### src/rtl/nn_pkg.sv
// Shared constants and types for the layer-1 neuron helpers (Q3.4 fixed point).
package nn_pkg;

  localparam int unsigned DATA_W    = 8;
  localparam int unsigned FRAC_BITS = 4;
  localparam int unsigned ONE       = 16;
  localparam int unsigned HALF      = 8;

  // PLAN sigmoid breakpoints on |x| and per-segment offsets (valid for FRAC_BITS = 4)
  localparam int unsigned PLAN_BP0  = 16;
  localparam int unsigned PLAN_BP1  = 38;
  localparam int unsigned PLAN_BP2  = 80;
  localparam int unsigned PLAN_OFF0 = 8;
  localparam int unsigned PLAN_OFF1 = 10;
  localparam int unsigned PLAN_OFF2 = 432;

  typedef logic signed [DATA_W-1:0] fx_t;

endpackage

### src/rtl/nn_plan_sigmoid.sv
// Piecewise-linear sigmoid approximation (PLAN), purely combinational z -> a.
module nn_plan_sigmoid import nn_pkg::*; #(
  parameter int unsigned DataW    = DATA_W,
  parameter int unsigned FracBits = FRAC_BITS
) (
  input  logic signed [DataW-1:0] z_i,
  output logic signed [DataW-1:0] a_o
);

  // One extra bit so that |-2^(DataW-1)| is representable
  localparam int unsigned UW = DataW + 1;
  localparam logic [UW-1:0] One = UW'(1 << FracBits);

  logic          neg;
  logic [UW-1:0] u;
  logic [UW-1:0] f;
  logic [UW:0]   mid_sum;

  // Fold to |x|, evaluate the positive half of the curve, mirror for negative inputs
  always_comb begin
    neg     = z_i[DataW-1];
    u       = neg ? (UW'(0) - {z_i[DataW-1], z_i}) : {1'b0, z_i};
    mid_sum = {1'b0, u} + (UW + 1)'(PLAN_OFF2);
    if (u < UW'(PLAN_BP0)) begin
      f = (u >> 2) + UW'(PLAN_OFF0);
    end else if (u < UW'(PLAN_BP1)) begin
      f = (u >> 3) + UW'(PLAN_OFF1);
    end else if (u < UW'(PLAN_BP2)) begin
      f = UW'(mid_sum >> 5);
    end else begin
      f = One;
    end
    a_o = DataW'(neg ? (One - f) : f);
  end

endmodule

### src/rtl/nn_layer1_mac_counter_act.sv
// Layer-1 neuron helper: counts MAC-step acks into a sticky done flag and
// maps the pre-activation to its activation through the PLAN sigmoid.
module nn_layer1_mac_counter_act #(
  parameter int unsigned N_INPUTS  = 2,
  parameter int unsigned DATA_W    = nn_pkg::DATA_W,
  parameter int unsigned FRAC_BITS = nn_pkg::FRAC_BITS,
  parameter int unsigned CNT_W     = 2
) (
  input  logic                     clk,
  input  logic                     rst,
  input  logic                     ack,
  output logic                     ack_mac,
  input  logic signed [DATA_W-1:0] z_value,
  output logic signed [DATA_W-1:0] a
);

  localparam logic [CNT_W-1:0] LastCnt = CNT_W'(N_INPUTS - 1);

  logic [CNT_W-1:0] cnt_q, cnt_d;
  logic             ack_mac_q, ack_mac_d;

  // Count acks until the last one; then freeze (no wrap) until reset
  always_comb begin
    cnt_d     = cnt_q;
    ack_mac_d = ack_mac_q;
    if (!ack_mac_q && ack) begin
      cnt_d = cnt_q + CNT_W'(1);
      if (cnt_q == LastCnt) begin
        ack_mac_d = 1'b1;
      end
    end
  end

  // Counter state, cleared asynchronously by rst
  always_ff @(posedge clk or posedge rst) begin
    if (rst) begin
      cnt_q     <= '0;
      ack_mac_q <= 1'b0;
    end else begin
      cnt_q     <= cnt_d;
      ack_mac_q <= ack_mac_d;
    end
  end

  assign ack_mac = ack_mac_q;

  nn_plan_sigmoid #(
    .DataW    (DATA_W),
    .FracBits (FRAC_BITS)
  ) u_plan (
    .z_i (z_value),
    .a_o (a)
  );

endmodule

### config.mk
export PLATFORM = sky130hd
export DESIGN_NAME = nn_layer1_mac_counter_act
export DESIGN_NICKNAME = d
export VERILOG_FILES = /design/src/rtl/nn_pkg.sv /design/src/rtl/nn_plan_sigmoid.sv /design/src/rtl/nn_layer1_mac_counter_act.sv
export SDC_FILE = /design/constraint.sdc
export NUM_CORES = 1
export LEC_CHECK = 0
export CORE_MARGIN = 10
export CORE_UTILIZATION = 30
export DETAILED_ROUTE_END_ITERATION = 12
export GPL_ROUTABILITY_DRIVEN = 0
export PLACE_DENSITY = 0.49
export SYNTH_ARGS = -nofsm -noshare
export SYNTH_HDL_FRONTEND = slang
export SYNTH_HIERARCHICAL = 1
export SYNTH_SLANG_ARGS = --single-unit
### constraint.sdc
create_clock -name clk -period 8 [get_ports clk]
set_input_delay 0.8 -clock clk [delete_from_list [all_inputs] [get_ports clk]]
set_output_delay 0.8 -clock clk [all_outputs]
set_load 0.01 [all_outputs]
==> results of run 1 <==
## synthesized netlist by cell type, types with 2 or more instances
cell type / number / area share, %
and2_1: 3 / 2.1
o21ai_0: 4 / 2.3
xnor2_1: 3 / 3.0
nand2b_1: 2 / 1.4
a211oi_1: 2 / 1.7
nand3_1: 5 / 2.8
nor2b_1: 2 / 1.4
ha_1: 3 / 4.3
buf_4: 3 / 2.6
mux2i_1: 3 / 3.4
o31a_1: 2 / 2.0
o311a_1: 2 / 2.3
nand4_1: 2 / 1.4
buf_2: 4 / 2.3
inv_1: 8 / 3.4
or3b_1: 2 / 2.0
nor3_1: 3 / 1.7
clkbuf_1: 5 / 2.1
a31oi_1: 4 / 2.8
nand2_1: 10 / 4.3
dfrtp_1: 3 / 8.5
a21oi_1: 7 / 4.0
nor2_1: 8 / 3.4
## worst register-to-register path, stage by stage (launching register included)
cell	delay, ns
dfrtp_1	0.40
ha_1	0.21
a21o_2	0.18
## metal layers
layer  part of all wire, %  wire length [um]  track usage (%)  vias to the layer above
met5                     0                 0                0                        -
met4                  0.54                12             2.48                        0
met3                   7.6               169             1.33                        2
met2                    48              1060             13.7                       27
met1                    44               980             10.2                      411
li1                      -                 -                -                      450
## worst min path at each step
stage / startpoint / to / slack, ns / depth (start not counted)
floorplan: cnt_q[0]$_DFFE_PP0P_ / cnt_q[0]$_DFFE_PP0P_ / 0.49 / 1
global placement: cnt_q[0]$_DFFE_PP0P_ / cnt_q[0]$_DFFE_PP0P_ / 0.50 / 1
detailed placement: cnt_q[0]$_DFFE_PP0P_ / cnt_q[0]$_DFFE_PP0P_ / 0.51 / 1
CTS: cnt_q[0]$_DFFE_PP0P_ / cnt_q[0]$_DFFE_PP0P_ / 0.52 / 1
global route: cnt_q[0]$_DFFE_PP0P_ / cnt_q[0]$_DFFE_PP0P_ / 0.55 / 1
finish: cnt_q[0]$_DFFE_PP0P_ / cnt_q[0]$_DFFE_PP0P_ / 0.51 / 1
## sequential cells by signal, summed over array words and instances, names as in the netlist
signal and count:
cnt_q 2, ack_mac 1
## layout by cell type (no fill, tap or decap), types with 4 or more instances in the layout
cell and count:
inv_1 8, a31oi_1 4, clkdlybuf4s50_1 17, o21ai_0 4
nand3_1 5, a21oi_1 7, nand2_1 10, nor2_1 8
## cell type report
type,count,area [um^2],share of cell area (%)
well taps,31,38.8,3.71
inverters,8,30.0,2.87
multi-input cells,96,706,67.5
flip-flops and latches,3,75.1,7.18
clock buffers,4,26.3,2.51
repair buffers,17,170,16.3
## logic make-up (layout without fill, tap and decap cells)
group / Yosys count / in the layout / share of synthesized area [%]
simple gates: 48 / 48 / 34.1
compound gates: 36 / 36 / 32.7
buf+inv: 21 / 29 / 11.7
xor+xnor: 4 / 4 / 4.84
fa+ha+maj: 3 / 3 / 4.27
mux: 3 / 3 / 3.41
flops: 3 / 3 / 8.53
other cells: 1 / 2 / 0.426
## power by group through the flow
stage	registers, mW	clock network, mW	logic (mW)
finish	0.0242	0.0260	0.0660
global route	0.0255	0.0286	0.0746
CTS	0.0243	0.0273	0.0666
floorplan	0.0241	0	0.0455
global placement	0.0242	0	0.0669
detailed placement	0.0246	0	0.0662
==> results.ini, run 1 <==
[synthesis]
syn_avg_cell_area_um2=7.39
ys_seq_elements=3
ys.warnings.count=6
synth_edf_count=0
syn-cell-area_um2=880
synthFlopType=dfrtp_1
yosysUniqueCellTypes=52
synthCells=119
synth-seq-area-share_pct=8.53
async_reset_ff_share_pct=100

[critical_path]
worst-path-buf-inv=3
r2r_end=ack_mac$_DFFE_PP0P_
critPathSlowestCell=clkdlybuf4s50_1
ff2ff_path_depth=2
cp-end-kind=output port
max_stage_delay_ns=0.56
cp_top_family=buffers and inverters
crit_type=in -> out
crit_start=z_value[1]
required_ns=7.20
worstSetupEndpoint=a[4]
path_depth=13
cp-start-kind=input pin
worstPathArrival_ns=4.34
crit_fanout=8
critical_path.cell_chain=clkdlybuf4s50_1, inv_1, ha_1, or3b_1, o311ai_4, a22oi_2, nand2_1, a21oi_1, or3_1, ha_1, and2_1, a21boi_0, clkdlybuf4s50_1
rr_startpoint=cnt_q[0]$_DFFE_PP0P_
ff2ff_setup_slack_ns=7.10

[sta]
slew_viol_final=0
setup_viol_count_final=0
finClkSkew_ns=0.000363
grt_setup_unrepaired=no
setup_tns_ns=0
period_share_pct=64.2
max_freq_mhz=195
finalCriticalPeriod_ns=5.14
tightest_slew_ns=0.965
slew_headroom_pct=35.4
hold_ws_ns=0.509
hold_viol=0
worst_slack_ns=2.86

[route]
ant_nets=0
drc_errors=0
via_per_inst=5.60
wl_per_cell_um=14.0
via_count=890
routed_wl_mm=2.22
dr.pass1.iters=4
drt_iter0_markers=68

[clock_tree]
cts.clk_slew.worst_paths_ns=0.03
cts_resized=0
cts.sink_count=3
cts_htree_levels=1
clk_latency_ns=0.23
numCtsBuffers=3
cts_tree=yes
cts.hold.buffers_added=0
cts_max_path_buffers=2
clockRootBuffer=clkbuf_4
post-cts-setup-buffers=0

[grt]
grt_max_degree=30
gr-total-overflow=0
antenna_found_initial=0
grt_pass1_wl_mm=3.80
grt_pass1_vias=844
grt_usage_pct=8.12

[pwr]
p_clk_share_pct=22.4
p_sw_share_pct=38.3
power.leakage_nw=0.404
powerDensity_mw_per_mm2=111
seqPwrFrac_pct=20.8
irDropWorstVdd_v=0.0000970
p_sw_mw=0.0445
finalPower_mw=0.116
power_frac_comb_pct=56.8
p_int_mw=0.0717

[place]
postPlaceCellArea_mm2=0.00102
dp.cells=155
dp_hpwl_mm=1.69
io_buffer_count=17
dpl_worst_slack_ns=2.86

[floorplanning]
die_w_um=74.1
die-area_mm2=0.00550
io_pins=20
fp.dieH_um=74.1
fp.coreArea_mm2=0.00278
rows=19
initial_core_util_pct=31.6

[final_layout]
nets=143
drive_above_1_share_pct=11.7
fillers=306
post-route-util_pct=37.6
layout.cells.non_filler=159
syn_to_final_growth_pct=18.9
finalInstanceArea_mm2=0.00105
diodes=0

[outcome]
status=complete, no violations

[job]
maxCapViolCount=0

[min_path]
hold_class=reg -> reg

Note: power is estimated with default switching activity, not from simulation.
==> run 2: changes to the inputs <==
Clock period 8 ns to 5.3 ns, I/O delays scaled along.
==> run 2 against run 1 <==
- utilization grew 0.54 points
- sequential power grew 50%
- setup slack lost 2.1 ns
- clock power grew 51%
- routed wire length grew 1.2%
- first-iteration DRC count shrank 13%
- via count grew 2.7%
- design area grew 1.4%
- critical endpoint unchanged
==> results.ini, run 2 (same netlist as run 1, synthesis figures left out) <==
[clock_tree]
cts_htree_levels=1  ; unchanged
cts.hold.buffers_added=0  ; unchanged
cts_max_path_buffers=2  ; unchanged
post-cts-setup-buffers=0  ; unchanged
numCtsBuffers=3  ; unchanged
cts_tree=yes
clk_latency_ns=0.23  ; about the same
cts.clk_slew.worst_paths_ns=0.04  ; about the same
cts_resized=0  ; unchanged
cts.sink_count=3  ; unchanged
clockRootBuffer=clkbuf_4

[sta]
period_share_pct=85.3
setup_viol_count_final=0  ; unchanged
slew_viol_final=0  ; unchanged
slew_headroom_pct=61.7  ; +26 points
tightest_slew_ns=0.570  ; -0.395 ns
hold_viol=0  ; unchanged
finalCriticalPeriod_ns=4.52
grt_setup_unrepaired=no
worst_slack_ns=0.781  ; -2.08 ns
setup_tns_ns=0  ; unchanged
max_freq_mhz=221
finClkSkew_ns=0.000731  ; +0.000368 ns

[route]
dr.pass1.iters=4  ; unchanged
ant_nets=0  ; unchanged
via_per_inst=5.68  ; +1.4%
drc_errors=0  ; unchanged
drt_iter0_markers=59  ; -13%
wl_per_cell_um=14.0  ; about the same
via_count=914  ; +2.7%
routed_wl_mm=2.25  ; +1.2%

[pwr]
power.leakage_nw=0.414  ; +2.4%
irDropWorstVdd_v=0.000196  ; +100%
finalPower_mw=0.178  ; +53%
powerDensity_mw_per_mm2=168  ; +51%

[critical_path]
cp-end-kind=output port
crit_fanout=8  ; unchanged
required_ns=4.77  ; -2.43 ns
worstPathArrival_ns=3.99  ; -0.35 ns
crit_type=in -> out
cp-start-kind=input pin

[grt]
antenna_found_initial=0  ; unchanged
grt_max_degree=20  ; -33%
grt_pass1_vias=809  ; -4.1%
grt_pass1_wl_mm=3.66  ; -3.6%
grt_usage_pct=7.77  ; -0.35 points
gr-total-overflow=0  ; unchanged

[final_layout]
drive_above_1_share_pct=13.1  ; +1.4 points
largest_register_ffs=2  ; unchanged
finalInstanceArea_mm2=0.00106  ; +1.4%
nets=145  ; +1.4%
diodes=0  ; unchanged
syn_to_final_growth_pct=20.6
largest_register=cnt_q
layout_common_cells=clkdlybuf4s50_1 (17), nand2_1 (10), inv_1 (8), nor2_1 (8), a21oi_1 (7)
final_common_cell=clkdlybuf4s50_1

[place]
dp_hpwl_mm=1.77  ; +4.6%
dpl_worst_slack_ns=0.782  ; -2.08 ns
postPlaceCellArea_mm2=0.00103  ; +1.5%
io_buffer_count=17  ; unchanged

[floorplanning]
fp.coreArea_mm2=0.00278  ; unchanged
fp.dieH_um=74.1  ; unchanged
die-area_mm2=0.00550  ; unchanged
initial_core_util_pct=31.6  ; unchanged
rows=19  ; unchanged
io_pins=20  ; unchanged
die_w_um=74.1  ; unchanged

[job]
maxCapViolCount=0  ; unchanged

[min_path]
hold_class=in -> async

[outcome]
status=complete, no violations

==> run 2: layer usage <==
layer / GRT usage, % / part of all wire (%) / up-vias
met4: 0.621 / 0 / 0
met2: 14.0 / 50 / 22
li1: - / - / 457
met3: 1.06 / 6.0 / 0
met5: 0 / 0 / -
met1: 9.84 / 44 / 435
==> run 2: critical path, stage by stage <==
cell	delay (ns)
clkdlybuf4s50_1	0.53
inv_1	0.10
ha_1	0.31
or3b_1	0.50
o311ai_4	0.28
a22oi_2	0.14
and2_4	0.15
or3_1	0.35
ha_1	0.23
and2_1	0.15
a21boi_0	0.16
clkdlybuf4s50_1	0.56
==> run 2: metrics by stage <==
step	cells	hold WS, ns	util [%]
6_report	161	0.469	38.1
5_1_grt	161	0.477	38.1
4_1_cts	161	0.473	38.1
3_5_place_dp	157	0.500	37.2
3_3_place_gp	157	0.497	37.2
2_1_floorplan	120	0.284	-
==> run 2: path summary, 6_finish.rpt <==
path                            slack, ns                   end  depth (start not counted)            startpoint
worst max-delay path                 0.78                  a[4]                         12            z_value[1]
worst min-delay path                 0.47   ack_mac$_DFFE_PP0P_                          2                   rst
worst max register to register       4.39  cnt_q[1]$_DFFE_PP0P_                          2  cnt_q[0]$_DFFE_PP0P_
worst min register to register       0.50  cnt_q[0]$_DFFE_PP0P_                          1  cnt_q[0]$_DFFE_PP0P_
max in group asynchronous            4.71  cnt_q[1]$_DFFE_PP0P_                          2                   rst
min in group clk                     0.50  cnt_q[0]$_DFFE_PP0P_                          1  cnt_q[0]$_DFFE_PP0P_
==> run 2: final cells by class <==
type                            count  area, um^2
Clock buffer                        4        26.3
Fill cell                         275        1720
Inverter                            8        30.0
Multi-Input combinational cell     96         706
Sequential cell                     3        75.1
Tap cell                           31        38.8
Timing Repair Buffer               19         185
==> run 2: power by group <==
group | switching, mW | internal, mW | leakage, nW | total (mW)
combinational | 0.0521 | 0.0505 | 0.367 | 0.103
sequential | 0.00516 | 0.0311 | 0.0320 | 0.0363
clock | 0.0111 | 0.0282 | 0.0150 | 0.0393
total | 0.0684 | 0.110 | 0.414 | 0.178
==> variant 1, RTL diff (settings of run 2) <==
Change the parameter `CNT_W` from 2 to 3.
--- a/src/rtl/nn_layer1_mac_counter_act.sv
+++ b/src/rtl/nn_layer1_mac_counter_act.sv
@@ -6,3 +6,3 @@
   parameter int unsigned FRAC_BITS = nn_pkg::FRAC_BITS,
-  parameter int unsigned CNT_W     = 2
+  parameter int unsigned CNT_W     = 3
 ) (
Check against the original RTL: same outputs for any inputs over 10 cycles, from zero or initial values and one cycle with rst high; that may be too few to reach the edited logic, so the function may still have changed.
==> variant 1 against run 2 <==
Sequential power rose by 74%. Worst hold slack improved by 0.012 ns. Worst setup slack worse by 0.061 ns. Power grew 27%. Wire length increased by 7.8%. Design area up 6.5%. Sequential cell count increased by 1. Area after synthesis grew 6.4%.
==> variant 1: results (changes against run 2) <==
status completed; maximum vdd drop 0.191 mV (-2.2%); full die area 5750 um^2 (+4.7%); Layout Skew 0.00216 ns (+0.00143 ns); largest cells by area after synthesis dfrtp_1 11%, ha_1 5.3%, nand2_1 4.4%; max FFs per register 3 (+1); register area share after synthesis 0.107 (+0.0216); clk_buf instances 3 (-1); post-detail-place hpwl 1.87 mm (+5.7%); # nets final 151 (+4.1%); Placed Area 1110 um^2 (+7.0%); Psw 0.0887 mW (+30%); multi-input combinational area share 0.652 (-0.0128); Non-clock buffers, area share 0.164 (-0.0106); leakage 0.437 nW (+5.6%); share of cells above drive strength 1 0.119 (-0.0114); Synth Instances 124 (+4.2%); pre-CTS WS 0.727 ns (-0.0550 ns); vias in the first global route 875 (+8.2%); final non-filler cell total 178 (+11%); first-iteration detailed-routing DRC count 76 (+29%); Slew @ Worst Pin 0.649 ns (+0.0788 ns); Via density 5.32 (-6.3%); post-synth cell types 53 (+1.9%); fillcell total 331 (+20%); crit path DAT 4.05 ns (+0.06 ns); Layout clock area frac 0.0199 (-0.00483); Signal inverters 8 (unchanged); Seq area share 0.0886 (+0.0178); most common library cells after synthesis 11 x nand2_1, 8 x inv_1, 8 x nor2_1; All-Layer GR Usage 0.0877 (+0.0100); number of multi-input logic gates 100 (+4.2%); first-pass GRT wire length 4.02 mm (+9.8%); P&R area growth vs syn 20.7% (about the same)
==> variant 1: cell count changes after synthesis <==
cell      change
ha_1          +1
o21bai_1      +1
a21o_2        -1
xnor2_1       +1
nand2_1       +1
nand3b_1      +1
dfrtp_1       +1
==> variant 1: per-layer routing <==
metal,routed length (um),GRT usage
met3,217,0.0299
met1,1070,0.110
met4,21,0.0247
met2,1120,0.138
met5,0,0
==> variant 1: cell families after synthesis <==
group,share of synthesized area
AO/OA/AOI/OAI,0.306
multiplexers,0.0321
other,0.00401
AND/OR/NAND/NOR,0.333
flip-flops,0.107
XOR/XNOR,0.0548
buffers and inverters,0.110
adder cells (fa/ha/maj),0.0535
==> variant 1: final timing paths <==
check / to / slack, ns / cells past startpoint
worst max-delay path: a[4] / 0.72 / 12
worst min-delay path: ack_mac / 0.48 / 2
worst max register to register: cnt_q[1] / 4.37 / 2
worst min register to register: ack_mac / 0.48 / 1
max in group asynchronous: cnt_q[1] / 4.66 / 2
min in group clk: ack_mac / 0.48 / 1
==> variant 1: power groups by stage <==
stage	clock [mW]	sequential, mW	combinational (mW)
finish	0.0366	0.0630	0.127
global route	0.0401	0.0654	0.142
global placement	0	0.0621	0.129
detailed placement	0	0.0628	0.128
CTS	0.0382	0.0626	0.129
floorplan	0	0.0618	0.0845
==> variant 1: worst max-delay path, cell delays in order <==
cell	delay, ns
clkdlybuf4s50_1	0.53
inv_1	0.10
ha_1	0.32
or3b_1	0.51
o311ai_4	0.28
a22oi_2	0.13
and2_4	0.15
or3_1	0.36
ha_1	0.23
and2_1	0.16
a21boi_0	0.18
clkdlybuf4s50_1	0.57
==> variant 2, RTL diff (flow settings as in run 2) <==
Made on the original files. Reset style: synchronous (`rst`), changed in one clocked block. Comments in the files are not updated.
--- a/src/rtl/nn_layer1_mac_counter_act.sv
+++ b/src/rtl/nn_layer1_mac_counter_act.sv
@@ -34,3 +34,3 @@
   // Counter state, cleared asynchronously by rst
-  always_ff @(posedge clk or posedge rst) begin
+  always_ff @(posedge clk) begin
     if (rst) begin
Function: differs if rst is asserted again (counterexample within 4 cycles, from zero or initial values and one cycle with rst high); with rst held inactive, the same outputs for 10 cycles.
==> variant 2 against run 2 <==
Area after synthesis down 1.3%. Sequential cell count stayed put. Cell count rose by 1.9%. Worst hold slack improved by 0.016 ns. Worst setup slack worse by 0.088 ns. Global-route usage rose by 1.5 points. Register-to-register slack worse by 0.37 ns. Count of clock-buffer cells in the layout unchanged. Core utilization fell by 0.079 points. Power decreased by 11%. Combinational power shrank 9%. Design area down 1.1%. Non-clock buffer count is the same. Wire length increased by 9.5%. Largest cell class unchanged.
==> variant 2: results (changes against run 2) <==
status completed; Setup Buffers After CTS 0 (unchanged); YS warnings 6 (unchanged); Cells after DPL 160 (+1.9%); largest net degree at the start of global routing 20 (unchanged); Slew headroom 0.554 (-0.0630); most common library cells after synthesis 10 x nand2_1, 10 x nor2_1, 8 x a21oi_1; Crit Reg-Reg Endpoint cnt_q[1]; Worst Min Path Start cnt_q[1]; post_cts resized 0 (unchanged); Min-Delay Endpoint cnt_q[1]; first-iteration detailed-routing DRC count 54 (-8.5%); wire length per cell after detailed routing 15.0 um (+7.5%); Syn Area/Cell 7.12 um^2 (-3.7%); post-synth cell types 52 (unchanged); Placed Area 1020 um^2 (-1.1%); All-Layer GR Usage 0.0925 (+0.0148); DR pass1 iterations 4 (unchanged); Via density 5.76 (+1.5%); top cell type's share of synthesized area 0.0692 (-0.0162); # nets final 148 (+2.1%); Root Driver clkbuf_4; diode count 0 (unchanged); Reg2Reg Depth 4 (+2); ys async rst share 0 (-1.00); leakage 0.398 nW (-3.7%); hold depth 2; first-pass GRT wire length 4.28 mm (+17%); post-detail-place hpwl 1.87 mm (+5.6%); fillcell total 299 (+8.7%); Min Hold Slack 0.485 ns (+0.0156 ns); worst min-delay path class reg -> reg; Reg clk slew, reported paths 0.04 ns (about the same); final hold vios 0 (unchanged); Inserted Clock Buffers 3 (unchanged); Max clock buf depth 2 (unchanged); share of cells above drive strength 1 0.120 (-0.0105); pre-CTS WS 0.738 ns (-0.0437 ns); Psw 0.0598 mW (-13%); CTS H-Tree Depth 1 (unchanged); largest cells by area after synthesis dfxtp_1 6.9%, a21oi_1 4.6%, ha_1 4.3%; R2R Setup Slk 4.02 ns (-0.37 ns); max FFs per register 2 (unchanged); initial antenna violation count 0 (unchanged); Via Count 945 (+3.4%); CP Max Fanout 8 (unchanged); vias in the first global route 878 (+8.5%); clock latency on the worst-skew pair 0.22 ns; Largest Register cnt_q; ys flop type dfxtp_1; GR Overflow Total 0 (unchanged); Layout Skew 0.00170 ns (+0.000971 ns); maximum vdd drop 0.126 mV (-35%); number of port buffers 17 (unchanged); register area share after synthesis 0.0692 (-0.0162); RR Startpoint cnt_q[1]
variant 2: cell type report:
cell class | instances | area, um^2 | area share
multi-input cells | 100 | 713 | 0.679
inverters | 7 | 26.3 | 0.0250
clock buffers | 4 | 26.3 | 0.0250
flip-flops and latches | 3 | 60.1 | 0.0572
repair buffers | 19 | 185 | 0.176
well taps | 31 | 38.8 | 0.0369
variant 2: worst max-delay path by stage:
| stage | depth (start not counted) | slack, ns | to | from |
|---|---|---|---|---|
| 2_1_floorplan | 12 | 1.95 | a[4] | z_value[0] |
| 3_3_place_gp | 12 | 0.81 | a[4] | z_value[1] |
| 3_5_place_dp | 12 | 0.74 | a[4] | z_value[1] |
| 4_1_cts | 12 | 0.69 | a[4] | z_value[1] |
| 5_1_grt | 12 | 0.47 | a[4] | z_value[1] |
| 6_report | 12 | 0.69 | a[4] | z_value[1] |
variant 2: power by group through the flow:
stage               logic (mW)  clock network (mW)  registers, mW
finish                  0.0940              0.0382         0.0263
global placement        0.0949                   0         0.0266
CTS                     0.0945              0.0401         0.0263
global route             0.105              0.0421         0.0266
floorplan               0.0603                   0         0.0267
detailed placement      0.0938                   0         0.0266
variant 2: cell families after synthesis:
group	synth area share
compound gates	0.336
xor+xnor	0.0303
fa+ha+maj	0.0432
buf+inv	0.114
flops	0.0692
mux	0.0360
other cells	0.00432
simple gates	0.367
variant 2: worst max-delay path: stages:
cell and delay, ns:
clkdlybuf4s50_1 0.54, inv_1 0.11, ha_1 0.34, or3b_1 0.52, o311ai_4 0.27, a22oi_2 0.14, and2_4 0.15, or3_1 0.35
ha_1 0.23, and2_1 0.16, a21boi_0 0.17, clkdlybuf4s50_1 0.57
variant 2: layer usage:
layer  routed length, um  global-route usage  up-vias
met3                 183              0.0188        2
li1                    -                   -      475
met1                1120               0.127      438
met2                1140               0.140       30
met5                   0                   0        -
met4                  17              0.0248        0
